<file path="src/rtl/zxuno_devopt_pkg.sv">
// Shared constants, lock-state encoding and the force-mask helper for the
// ZXUNO device-options register bank.
package zxuno_devopt_pkg;

    localparam logic [7:0] DEVOPTIONS = 8'h0E;
    localparam logic [7:0] DEVOPTS2   = 8'h0F;
    localparam logic [7:0] DEVOPTLOCK = 8'h10;

    localparam logic [7:0] UNLOCK_KEY1 = 8'h55;
    localparam logic [7:0] UNLOCK_KEY2 = 8'hAA;

    typedef enum logic [1:0] {
        LK_UNLOCKED = 2'd0,
        LK_LOCKED   = 2'd1,
        LK_KEY1     = 2'd2
    } lock_state_e;

    // Bit positions inside the flattened opts vector
    localparam int DISABLE_AY        = 0;
    localparam int DISABLE_TURBOAY   = 1;
    localparam int DISABLE_7FFD      = 2;
    localparam int DISABLE_1FFD      = 3;
    localparam int DISABLE_ROMSEL    = 4;
    localparam int DISABLE_INTEVEN   = 5;
    localparam int DISABLE_CONTENDED = 6;
    localparam int DISABLE_SPISD     = 7;
    localparam int DISABLE_ULAPLUS   = 8;
    localparam int DISABLE_TIMEX     = 9;
    localparam int DISABLE_RADASTAN  = 10;
    localparam int DISABLE_SPECDRUM  = 11;
    localparam int DISABLE_MIXER     = 12;

    // Forced bits replace stored bits so features not built in read back fixed.
    function automatic logic [7:0] effective(input logic [7:0] v,
                                             input logic [7:0] mask,
                                             input logic [7:0] val);
        return (v & ~mask) | (val & mask);
    endfunction

endpackage

</file>
<file path="src/rtl/zxuno_devopt_bank_if.sv">
// ZXUNO register-space access bus: address, strobes, write data and read return.
interface zxuno_devopt_bank_if;
    logic [7:0] zxuno_addr;
    logic       zxuno_regrd;
    logic       zxuno_regwr;
    logic [7:0] din;
    logic [7:0] dout;
    logic       oe;

    modport master (
        output zxuno_addr, zxuno_regrd, zxuno_regwr, din,
        input  dout, oe
    );

    modport slave (
        input  zxuno_addr, zxuno_regrd, zxuno_regwr, din,
        output dout, oe
    );
endinterface

</file>
<file path="src/rtl/zxuno_devopt_lock_fsm.sv">
// Lock state machine with two-write unlock key and sticky violation flag.
module zxuno_devopt_lock_fsm
    import zxuno_devopt_pkg::*;
(
    input  logic       clk,
    input  logic       rst_n,
    input  logic       wr_lock,
    input  logic [7:0] din,
    input  logic       rd_lock,
    input  logic       opt_wr_attempt,
    output logic       locked,
    output logic       key1,
    output logic       sticky
);

    lock_state_e state_q = LK_UNLOCKED;
    lock_state_e state_d;
    logic        sticky_q = 1'b0;
    logic        sticky_d;

    always_comb begin
        state_d  = state_q;
        sticky_d = sticky_q;
        if (wr_lock) begin
            case (state_q)
                LK_UNLOCKED: if (din[0]) state_d = LK_LOCKED;
                LK_LOCKED:   if (din == UNLOCK_KEY1) state_d = LK_KEY1;
                LK_KEY1:     state_d = (din == UNLOCK_KEY2) ? LK_UNLOCKED : LK_LOCKED;
                default:     state_d = LK_LOCKED;
            endcase
        end
        // A violation in the same cycle as a status read must survive the clear
        if (rd_lock) sticky_d = 1'b0;
        if (opt_wr_attempt && state_q != LK_UNLOCKED) sticky_d = 1'b1;
        if (!rst_n) begin
            state_d  = LK_UNLOCKED;
            sticky_d = 1'b0;
        end
    end

    always_ff @(posedge clk) begin
        state_q  <= state_d;
        sticky_q <= sticky_d;
    end

    assign locked = (state_q != LK_UNLOCKED);
    assign key1   = (state_q == LK_KEY1);
    assign sticky = sticky_q;

endmodule

</file>
<file path="src/rtl/zxuno_devopt_bank.sv">
// Device-options register bank: shadow/live option bytes with per-register
// frame-synchronous apply, compile-time forced bits and a lock register.
module zxuno_devopt_bank
    import zxuno_devopt_pkg::*;
#(
    parameter int                 NREGS      = 2,
    parameter logic [7:0]         BASE_ADDR  = DEVOPTIONS,
    parameter logic [7:0]         LOCK_ADDR  = DEVOPTLOCK,
    parameter logic [NREGS*8-1:0] INIT_VAL   = (NREGS*8)'(16'h0028),
    parameter logic [NREGS*8-1:0] RESET_VAL  = '0,
    parameter logic [NREGS*8-1:0] FORCE_MASK = '0,
    parameter logic [NREGS*8-1:0] FORCE_VAL  = '0,
    parameter logic [NREGS-1:0]   DEFER_MASK = NREGS'(2'b10)
) (
    input  logic                 clk,
    input  logic                 rst_n,
    zxuno_devopt_bank_if.slave   bus,
    input  logic                 frame_sync,
    output wire  [NREGS*8-1:0]   opts,
    output logic                 pending,
    output logic                 locked
);

    logic [NREGS-1:0]   sel;
    wire  [NREGS*8-1:0] shadow_all;
    wire  [NREGS-1:0]   pend_vec;
    logic               lock_sel;
    logic               key1;
    logic               sticky;
    logic               wr_ok;

    assign lock_sel = (bus.zxuno_addr == LOCK_ADDR);
    assign wr_ok    = bus.zxuno_regwr && !locked;

    genvar gi;
    generate
        for (gi = 0; gi < NREGS; gi++) begin : g_reg
            localparam logic [7:0] REG_ADDR = BASE_ADDR + 8'(gi);
            localparam logic [7:0] FMASK    = FORCE_MASK[gi*8 +: 8];
            localparam logic [7:0] FVAL     = FORCE_VAL[gi*8 +: 8];
            localparam logic [7:0] INIT_EFF = effective(INIT_VAL[gi*8 +: 8], FMASK, FVAL);
            localparam logic [7:0] RST_EFF  = effective(RESET_VAL[gi*8 +: 8], FMASK, FVAL);

            logic [7:0] shadow_q = INIT_EFF;
            logic [7:0] live_q   = INIT_EFF;
            logic       pend_q   = 1'b0;
            logic [7:0] shadow_d;
            logic [7:0] live_d;
            logic       pend_d;
            logic [7:0] eff_din;
            logic       wr_en;

            assign sel[gi]  = (bus.zxuno_addr == REG_ADDR);
            assign eff_din  = effective(bus.din, FMASK, FVAL);
            assign wr_en    = wr_ok && sel[gi];

            always_comb begin
                shadow_d = shadow_q;
                live_d   = live_q;
                pend_d   = pend_q;
                if (wr_en) begin
                    shadow_d = eff_din;
                    if (DEFER_MASK[gi]) pend_d = 1'b1;
                    else                live_d = eff_din;
                end
                // Applying after the write lets a same-cycle write go straight live
                if (frame_sync && pend_d) begin
                    live_d = shadow_d;
                    pend_d = 1'b0;
                end
                if (!rst_n) begin
                    shadow_d = RST_EFF;
                    live_d   = RST_EFF;
                    pend_d   = 1'b0;
                end
            end

            always_ff @(posedge clk) begin
                shadow_q <= shadow_d;
                live_q   <= live_d;
                pend_q   <= pend_d;
            end

            assign opts[gi*8 +: 8]       = live_q;
            assign shadow_all[gi*8 +: 8] = shadow_q;
            assign pend_vec[gi]          = pend_q;
        end
    endgenerate

    assign pending = |pend_vec;

    zxuno_devopt_lock_fsm u_lock (
        .clk            (clk),
        .rst_n          (rst_n),
        .wr_lock        (bus.zxuno_regwr && lock_sel),
        .din            (bus.din),
        .rd_lock        (bus.zxuno_regrd && lock_sel),
        .opt_wr_attempt (bus.zxuno_regwr && (|sel)),
        .locked         (locked),
        .key1           (key1),
        .sticky         (sticky)
    );

    always_comb begin
        bus.oe   = 1'b0;
        bus.dout = 8'hFF;
        if (bus.zxuno_regrd) begin
            for (int i = 0; i < NREGS; i++) begin
                if (sel[i]) begin
                    bus.oe   = 1'b1;
                    bus.dout = shadow_all[i*8 +: 8];
                end
            end
            if (lock_sel) begin
                bus.oe   = 1'b1;
                bus.dout = {5'b0, key1, sticky, locked};
            end
        end
    end

endmodule

</file>
<file path="src/flat_wrapper.sv">
// flat-port wrapper written by rule: the top's interface ports become plain ports
module zxuno_devopt_bank_flat import zxuno_devopt_pkg::*;
#(
    parameter int                 NREGS      = 2,
    parameter logic [7:0]         BASE_ADDR  = DEVOPTIONS,
    parameter logic [7:0]         LOCK_ADDR  = DEVOPTLOCK,
    parameter logic [NREGS*8-1:0] INIT_VAL   = (NREGS*8)'(16'h0028),
    parameter logic [NREGS*8-1:0] RESET_VAL  = '0,
    parameter logic [NREGS*8-1:0] FORCE_MASK = '0,
    parameter logic [NREGS*8-1:0] FORCE_VAL  = '0,
    parameter logic [NREGS-1:0]   DEFER_MASK = NREGS'(2'b10)
)
  (clk, rst_n, frame_sync, opts, pending, locked, bus_zxuno_addr, bus_zxuno_regrd, bus_zxuno_regwr, bus_din, bus_dout, bus_oe);
  zxuno_devopt_bank_if bus_i ();
  input  logic clk;
  input  logic rst_n;
  input  logic frame_sync;
  output wire  [NREGS*8-1:0] opts;
  output logic pending;
  output logic locked;
  input wire logic [$bits(bus_i.zxuno_addr)-1:0] bus_zxuno_addr;
  input wire logic [$bits(bus_i.zxuno_regrd)-1:0] bus_zxuno_regrd;
  input wire logic [$bits(bus_i.zxuno_regwr)-1:0] bus_zxuno_regwr;
  input wire logic [$bits(bus_i.din)-1:0] bus_din;
  output wire logic [$bits(bus_i.dout)-1:0] bus_dout;
  output wire logic [$bits(bus_i.oe)-1:0] bus_oe;
  assign bus_i.zxuno_addr = bus_zxuno_addr;
  assign bus_i.zxuno_regrd = bus_zxuno_regrd;
  assign bus_i.zxuno_regwr = bus_zxuno_regwr;
  assign bus_i.din = bus_din;
  assign bus_dout = bus_i.dout;
  assign bus_oe = bus_i.oe;
  zxuno_devopt_bank #(.NREGS(NREGS), .BASE_ADDR(BASE_ADDR), .LOCK_ADDR(LOCK_ADDR), .INIT_VAL(INIT_VAL), .RESET_VAL(RESET_VAL), .FORCE_MASK(FORCE_MASK), .FORCE_VAL(FORCE_VAL), .DEFER_MASK(DEFER_MASK)) u_core (.clk(clk), .rst_n(rst_n), .bus(bus_i), .frame_sync(frame_sync), .opts(opts), .pending(pending), .locked(locked));
endmodule
</file>
<file path="config.mk">
export PLATFORM = sky130hd
export DESIGN_NAME = zxuno_devopt_bank_flat
export DESIGN_NICKNAME = d
export VERILOG_FILES = /design/src/rtl/zxuno_devopt_pkg.sv /design/src/rtl/zxuno_devopt_bank_if.sv /design/src/rtl/zxuno_devopt_lock_fsm.sv /design/src/rtl/zxuno_devopt_bank.sv /design/src/flat_wrapper.sv
export SDC_FILE = /design/constraint.sdc
export NUM_CORES = 1
export LEC_CHECK = 0
export CORE_MARGIN = 2
export CORE_UTILIZATION = 40
export DETAILED_ROUTE_END_ITERATION = 8
export GPL_TIMING_DRIVEN = 0
export PLACE_DENSITY = 0.72
export SLEW_MARGIN = 30
export SYNTH_ARGS = -nofsm -noshare
export SYNTH_HDL_FRONTEND = slang
export SYNTH_SLANG_ARGS = --single-unit
export TNS_END_PERCENT = 50
</file>
<file path="constraint.sdc">
create_clock -name clk -period 2.8 [get_ports clk]
set_input_delay 0.56 -clock clk [delete_from_list [all_inputs] [get_ports clk]]
set_output_delay 0.56 -clock clk [all_outputs]
set_load 0.02 [all_outputs]
</file>
==> results.toml, run 1 <==
[outcome]
status = "finished, final reports clean"

[synthesis]
synthFlopType = "dfxtp_1"
yosys_warnings = 0
ys_ff_latch = 28
synth_async_sr_flop_share_pct = 0
avgSynthCellArea_um2 = 9.51
synth.distinct_cells = 39
synth_edf_count = 0
synth_cells = 159
synth.cell_area_um2 = 1510
synth_nets = 180
ys_seq_area_share_pct = 37.1

[worst_setup_path]
worst_setup_path_start_kind = "primary input"
r2r-start = "u_core.u_lock.state_q[1]"
cp.required_ns = 2.24
r2r_cells = 6
cp_num_buf_inv = 3
crit_type = "in -> out"
r2r_end = "u_core.g_reg[1].live_q[0]"
end_kind = "output pin"
rrSetupSlack_ns = 1.17
cp.arrival_ns = 2.18
slowest_delay_ns = 0.49
critPathMostFrequentCell = "buf_4"
critical_path.slowest_cell = "clkdlybuf4s50_1"
path_cells = "clkdlybuf4s50_1, nor4b_4, and3_1, buf_4, and2_1, o21ai_0, buf_4"
critPathMaxFanout = 10
path_delay_family = "buffers and inverters"

[clocking]
cts_max_path_buffers = 2
clk_latency_ns = 0.28
cts_root_buffer = "clkbuf_8"
cts_hold_buf = 0
clock_sinks = 28
tritoncts = "yes"
path_clk_slew_ns = 0.10
cts_buffers = 3
htreeDepth = 1

[routing]
drc = 0
drtAntennaViolNets = 0
dr.pass1.iters = 4
wirelength_mm = 3.96
wl_per_cell_um = 15.2
drt_iter0_markers = 84
vias = 1390
vias_per_cell = 5.35

[die]
core_um2 = 3630
dieWidth_um = 65.5
initial_core_util_pct = 41.6
die_height_um = 65.5
io_pins = 48
die_area_um2 = 4290
rows = 22

[cells_and_area]
mostFrequentLayoutCell = "clkdlybuf4s50_1"
diodes = 0
fin_area_um2 = 2120
layout_common_cells = "clkdlybuf4s50_1 (35), mux2i_1 (32), nor2_1 (28), dfxtp_1 (28), o311a_1 (8)"
finalNetCount = 234
fillCellCount = 335
area_growth_pct = 40.5
drive_gt1_share_pct = 13.2

[place]
place.gp.congestion = 0.769
placed_area_um2 = 2040
port_buffers = 47
hpwl_mm = 2.98

[sta]
fmax_ghz = 0.364
tightest_slew_ns = 0.514
post-route-min-period_ns = 2.74
finalSetupViolCount = 0
fin_skew_ns = 0.00612
drv_slew = 0
fin_crit_sh_pct = 98.0
hold_violations = 0
rsz0062_at_grt = "true"
slew_headroom_pct = 65.6
finalSetupTns_ns = 0
whs_ns = 0.517

[grt]
grt-ovfl-total = 0
grt_antenna_before_repair = 0
grt_pass1_wl_mm = 6.60
use_met2_pct = 32.9
grt_max_degree = 17
grt_pass1_vias = 1392
grt_use_met1_pct = 25.6
grt_util_met3_pct = 3.25
grt_usage_pct = 19.9
busiest_layer = "met2"

[power]
p_per_area_nw_per_um2 = 378
max-vdd-ir-drop_mv = 0.211
power.leakage_uw = 0.000908

[hold_path]
hold_class = "reg -> reg"
hp-start = "u_core.u_lock.state_q[0]"
holdPathEnd = "u_core.u_lock.state_q[0]"
whs_path_depth = 1

[run]
cap_violations = 0
[power by group]
| group | switching, uW | internal [uW] |
|---|---|---|
| logic | 37.6 | 39.8 |
| clock network | 134 | 192 |
| registers | 0.378 | 398 |
[flip-flops by register name (all words and copies together), names as in the netlist]
signal	count
u_core.g.shadow_q	16
u_core.u_lock.state_q	2
u_core.u_lock.sticky	1
u_core.g.live_q	8
u_core.g.pend_q	1
[layer usage]
metal / part of all wire [%] / wire length (um)
met5: 0 / 0
met4: 1.8 / 71
met3: 5.0 / 196
met2: 47 / 1850
met1: 47 / 1840
[area by class of cell]
type / count / area (um^2) / share of cell area [%]
clock buffers: 3 / 41.3 / 1.94
inverters: 3 / 11.3 / 0.530
repair buffers: 49 / 448 / 21.1
flip-flops and latches: 28 / 561 / 26.4
clock inverters: 1 / 30.0 / 1.41
plain buffers: 10 / 75.1 / 3.54
well taps: 48 / 60.1 / 2.83
multi-input cells: 118 / 897 / 42.3
[synthesized netlist by cell type (all sizes together) (2+ instances only)]
cell | instances | area share (%)
o2111ai | 2 | 1.2
and2 | 4 | 1.7
dfxtp | 28 | 37
nor2b | 7 | 2.9
o21ai | 5 | 1.7
nor2 | 28 | 7.0
nand4 | 2 | 0.83
nor3 | 2 | 0.66
nor4b | 2 | 2.6
buf | 7 | 4.1
nand3b | 2 | 0.99
o311a | 8 | 5.3
inv | 2 | 0.50
nand3 | 3 | 1.3
clkbuf | 3 | 0.74
nand4b | 2 | 1.2
mux2i | 32 | 21
nand2 | 5 | 1.2
[cells by family (layout without fill, tap and decap cells)]
group | after synthesis | in the layout | share of synthesized area (%)
AND/OR/NAND/NOR | 64 | 64 | 24.5
multiplexers | 32 | 32 | 21.2
flip-flops | 28 | 28 | 37.1
AO/OA/AOI/OAI | 22 | 22 | 11.7
buffers and inverters | 13 | 66 | 5.55
[timing repair]
item,4_1_cts,5_1_grt
gates resized for setup,31,18
setup buffers,1,1
endpoints found under the setup margin,9,9
pin swaps,2,1
[stage by stage]
step                      std cells  setup WS [ns]  utilization (%)  power, uW
after global placement          254         -0.625             56.2        478
after CTS                       259        -0.0363             58.9        802
after global routing            260        -0.0125             58.4        830
after detailed placement        254         -0.629             56.2        480
final                           260         0.0553             58.4        802
after floorplan                 159          0.380                -        433
[worst max path at each step]
stage / from / endpoint / slack [ns] / cells past startpoint
after floorplan: bus_zxuno_addr[7] / bus_dout[3] / 0.38 / 4
final: bus_zxuno_addr[1] / bus_dout[3] / 0.06 / 7
after global placement: bus_zxuno_addr[7] / bus_dout[0] / -0.63 / 6
after global routing: bus_zxuno_addr[1] / bus_dout[7] / -0.01 / 7
after CTS: bus_zxuno_addr[3] / bus_dout[6] / -0.04 / 8
after detailed placement: bus_zxuno_addr[7] / bus_dout[1] / -0.63 / 6
No activity file was read; power rests on OpenSTA's default activity.
==> run 2: changes to the inputs <==
Settings changed: GPL_ROUTABILITY_DRIVEN set to 0, PLACE_DENSITY 0.72 to 0.7, SKIP_LAST_GASP set to 1.
==> run 2 against run 1 <==
  * The run now ends with setup timing left
  * First-iteration DRC count down 23%
  * Critical path depth stayed put
  * Via count is 1.1% lower
  * Worst setup slack lost 0.15 ns
  * Register-to-register slack hardly changed
  * Highest routed layer unchanged
  * Cell count shrank 0.38%
  * Combinational power is 0.6% lower
==> results.toml, run 2 (same netlist as run 1, synthesis figures left out) <==
[run]
cap_violations = 0

[worst_setup_path]
worst_setup_path_start_kind = "primary input"
r2r_cells = 6
cp.arrival_ns = 2.34
end_kind = "output pin"
cp.required_ns = 2.24
critPathMaxFanout = 8
crit_type = "in -> out"

[cells_and_area]
regMostFlops = "u_core.g.shadow_q"
finalNetCount = 234
fillCellCount = 350
mostFrequentLayoutCell = "clkdlybuf4s50_1"
drive_gt1_share_pct = 11.4
diodes = 0
finish.utilization_pct = 57.8
largest_reg_flops = 16
layout_common_cells = "clkdlybuf4s50_1 (34), mux2i_1 (32), nor2_1 (28), dfxtp_1 (28), o311a_1 (8)"
reg_top3 = "u_core.g.shadow_q: 16 flops, u_core.g.live_q: 8 flops, u_core.u_lock.state_q: 2 flops"
area_growth_pct = 39.0

[power]
power_uw = 690
p_per_area_nw_per_um2 = 328
max-vdd-ir-drop_mv = 0.236
power.leakage_uw = 0.000910

[sta]
finalSetupViolCount = 1
setup_ws_ns = -0.0987
post-route-min-period_ns = 2.90
drv_slew = 0
rsz0062_at_grt = "true"
fin_skew_ns = 0.00186
fin_crit_sh_pct = 104
slew_headroom_pct = 62.7
tightest_slew_ns = 0.557
hold_violations = 0
finalSetupTns_ns = -0.0987
fmax_ghz = 0.345

[die]
die_height_um = 65.5
io_pins = 48
die_area_um2 = 4290
rows = 22
core_um2 = 3630
initial_core_util_pct = 41.6
dieWidth_um = 65.5

[routing]
vias = 1375
drc = 0
dr.pass1.iters = 4
wirelength_mm = 3.98
wl_per_cell_um = 15.4
vias_per_cell = 5.31
dr_wl_met3_um = 130
top_layer_used = "met4"
drt_iter0_markers = 65
drtAntennaViolNets = 0
met2_length_mm = 1.89
wl_met1_mm = 1.94

[place]
hpwl_mm = 3.07
place_ws_ns = -0.705
port_buffers = 47

[hold_path]
whs_path_depth = 2
hold_class = "reg -> reg"

[outcome]
status = "finished, violations left"
violations = "setup timing"

[grt]
grt_max_degree = 15
grt_usage_pct = 19.1
grt-ovfl-total = 0
grt_pass1_vias = 1298
grt_antenna_before_repair = 0
grt_pass1_wl_mm = 6.38

[clocking]
clk_latency_ns = 0.27
clock_sinks = 28
cts_hold_buf = 0
htreeDepth = 1
cts_buffers = 3
cts_max_path_buffers = 2
path_clk_slew_ns = 0.09
cts_root_buffer = "clkbuf_8"
tritoncts = "yes"
-- run 2: worst max-delay path, stage by stage --
cell             delay (ns)
clkdlybuf4s50_1        0.54
and4b_1                0.23
buf_6                  0.13
nand3_4                0.16
mux2i_1                0.18
o2111ai_1              0.21
clkdlybuf4s15_1        0.33
-- run 2: final timing paths --
path,startpoint,slack [ns],to
worst max-delay path,bus_zxuno_addr[3],-0.1,bus_dout[0]
worst min-delay path,u_core.u_lock.sticky,0.52,u_core.u_lock.sticky
worst max register to register,u_core.u_lock.state_q[1],1.17,u_core.g_reg[1].live_q[0]
worst min register to register,u_core.u_lock.sticky,0.52,u_core.u_lock.sticky
-- run 2: cell type report --
| type | instances | area (um^2) | share of cell area [%] |
|---|---|---|---|
| inverter | 3 | 11.3 | 0.536 |
| multi-input combinational | 118 | 895 | 42.6 |
| clock buffer | 3 | 41.3 | 1.97 |
| tap | 48 | 60.1 | 2.86 |
| timing repair buffer | 49 | 455 | 21.7 |
| sequential | 28 | 561 | 26.7 |
| buffer | 10 | 77.6 | 3.69 |
-- run 2: power breakdown --
group          internal [uW]  leakage, uW  switching (uW)
clock                   96.5    0.0000216             118
sequential               398     0.000225           0.366
combinational           39.7     0.000663            37.2
total                    534     0.000910             155
-- run 2: per-stage QoR --
| stage | cell area [um^2] | hold WS [ns] | cells |
|---|---|---|---|
| 5_1_grt | 2100 | 0.543 | 259 |
| 4_1_cts | 2100 | 0.518 | 259 |
| 2_1_floorplan | 1510 | 0.455 | 159 |
| 3_3_place_gp | 2040 | 0.470 | 254 |
| 3_5_place_dp | 2040 | 0.494 | 254 |
| 6_report | 2100 | 0.518 | 259 |
-- run 2: per-layer routing --
| layer | vias up | track usage [%] |
|---|---|---|
| met4 | 0 | 3.91 |
| met5 | - | 0 |
| met2 | 28 | 32.7 |
| met1 | 653 | 26.1 |
| met3 | 4 | 2.23 |
| li1 | 690 | - |
-- run 2: what timing repair did --
action | CTS | global route
setup buffers | 2 | 0
gates resized for setup | 25 | 17
pin swaps | 2 | 1
endpoints found under the setup margin | 9 | 8
cloned | 0 | 0
endpoints found under the hold margin | 0 | 0
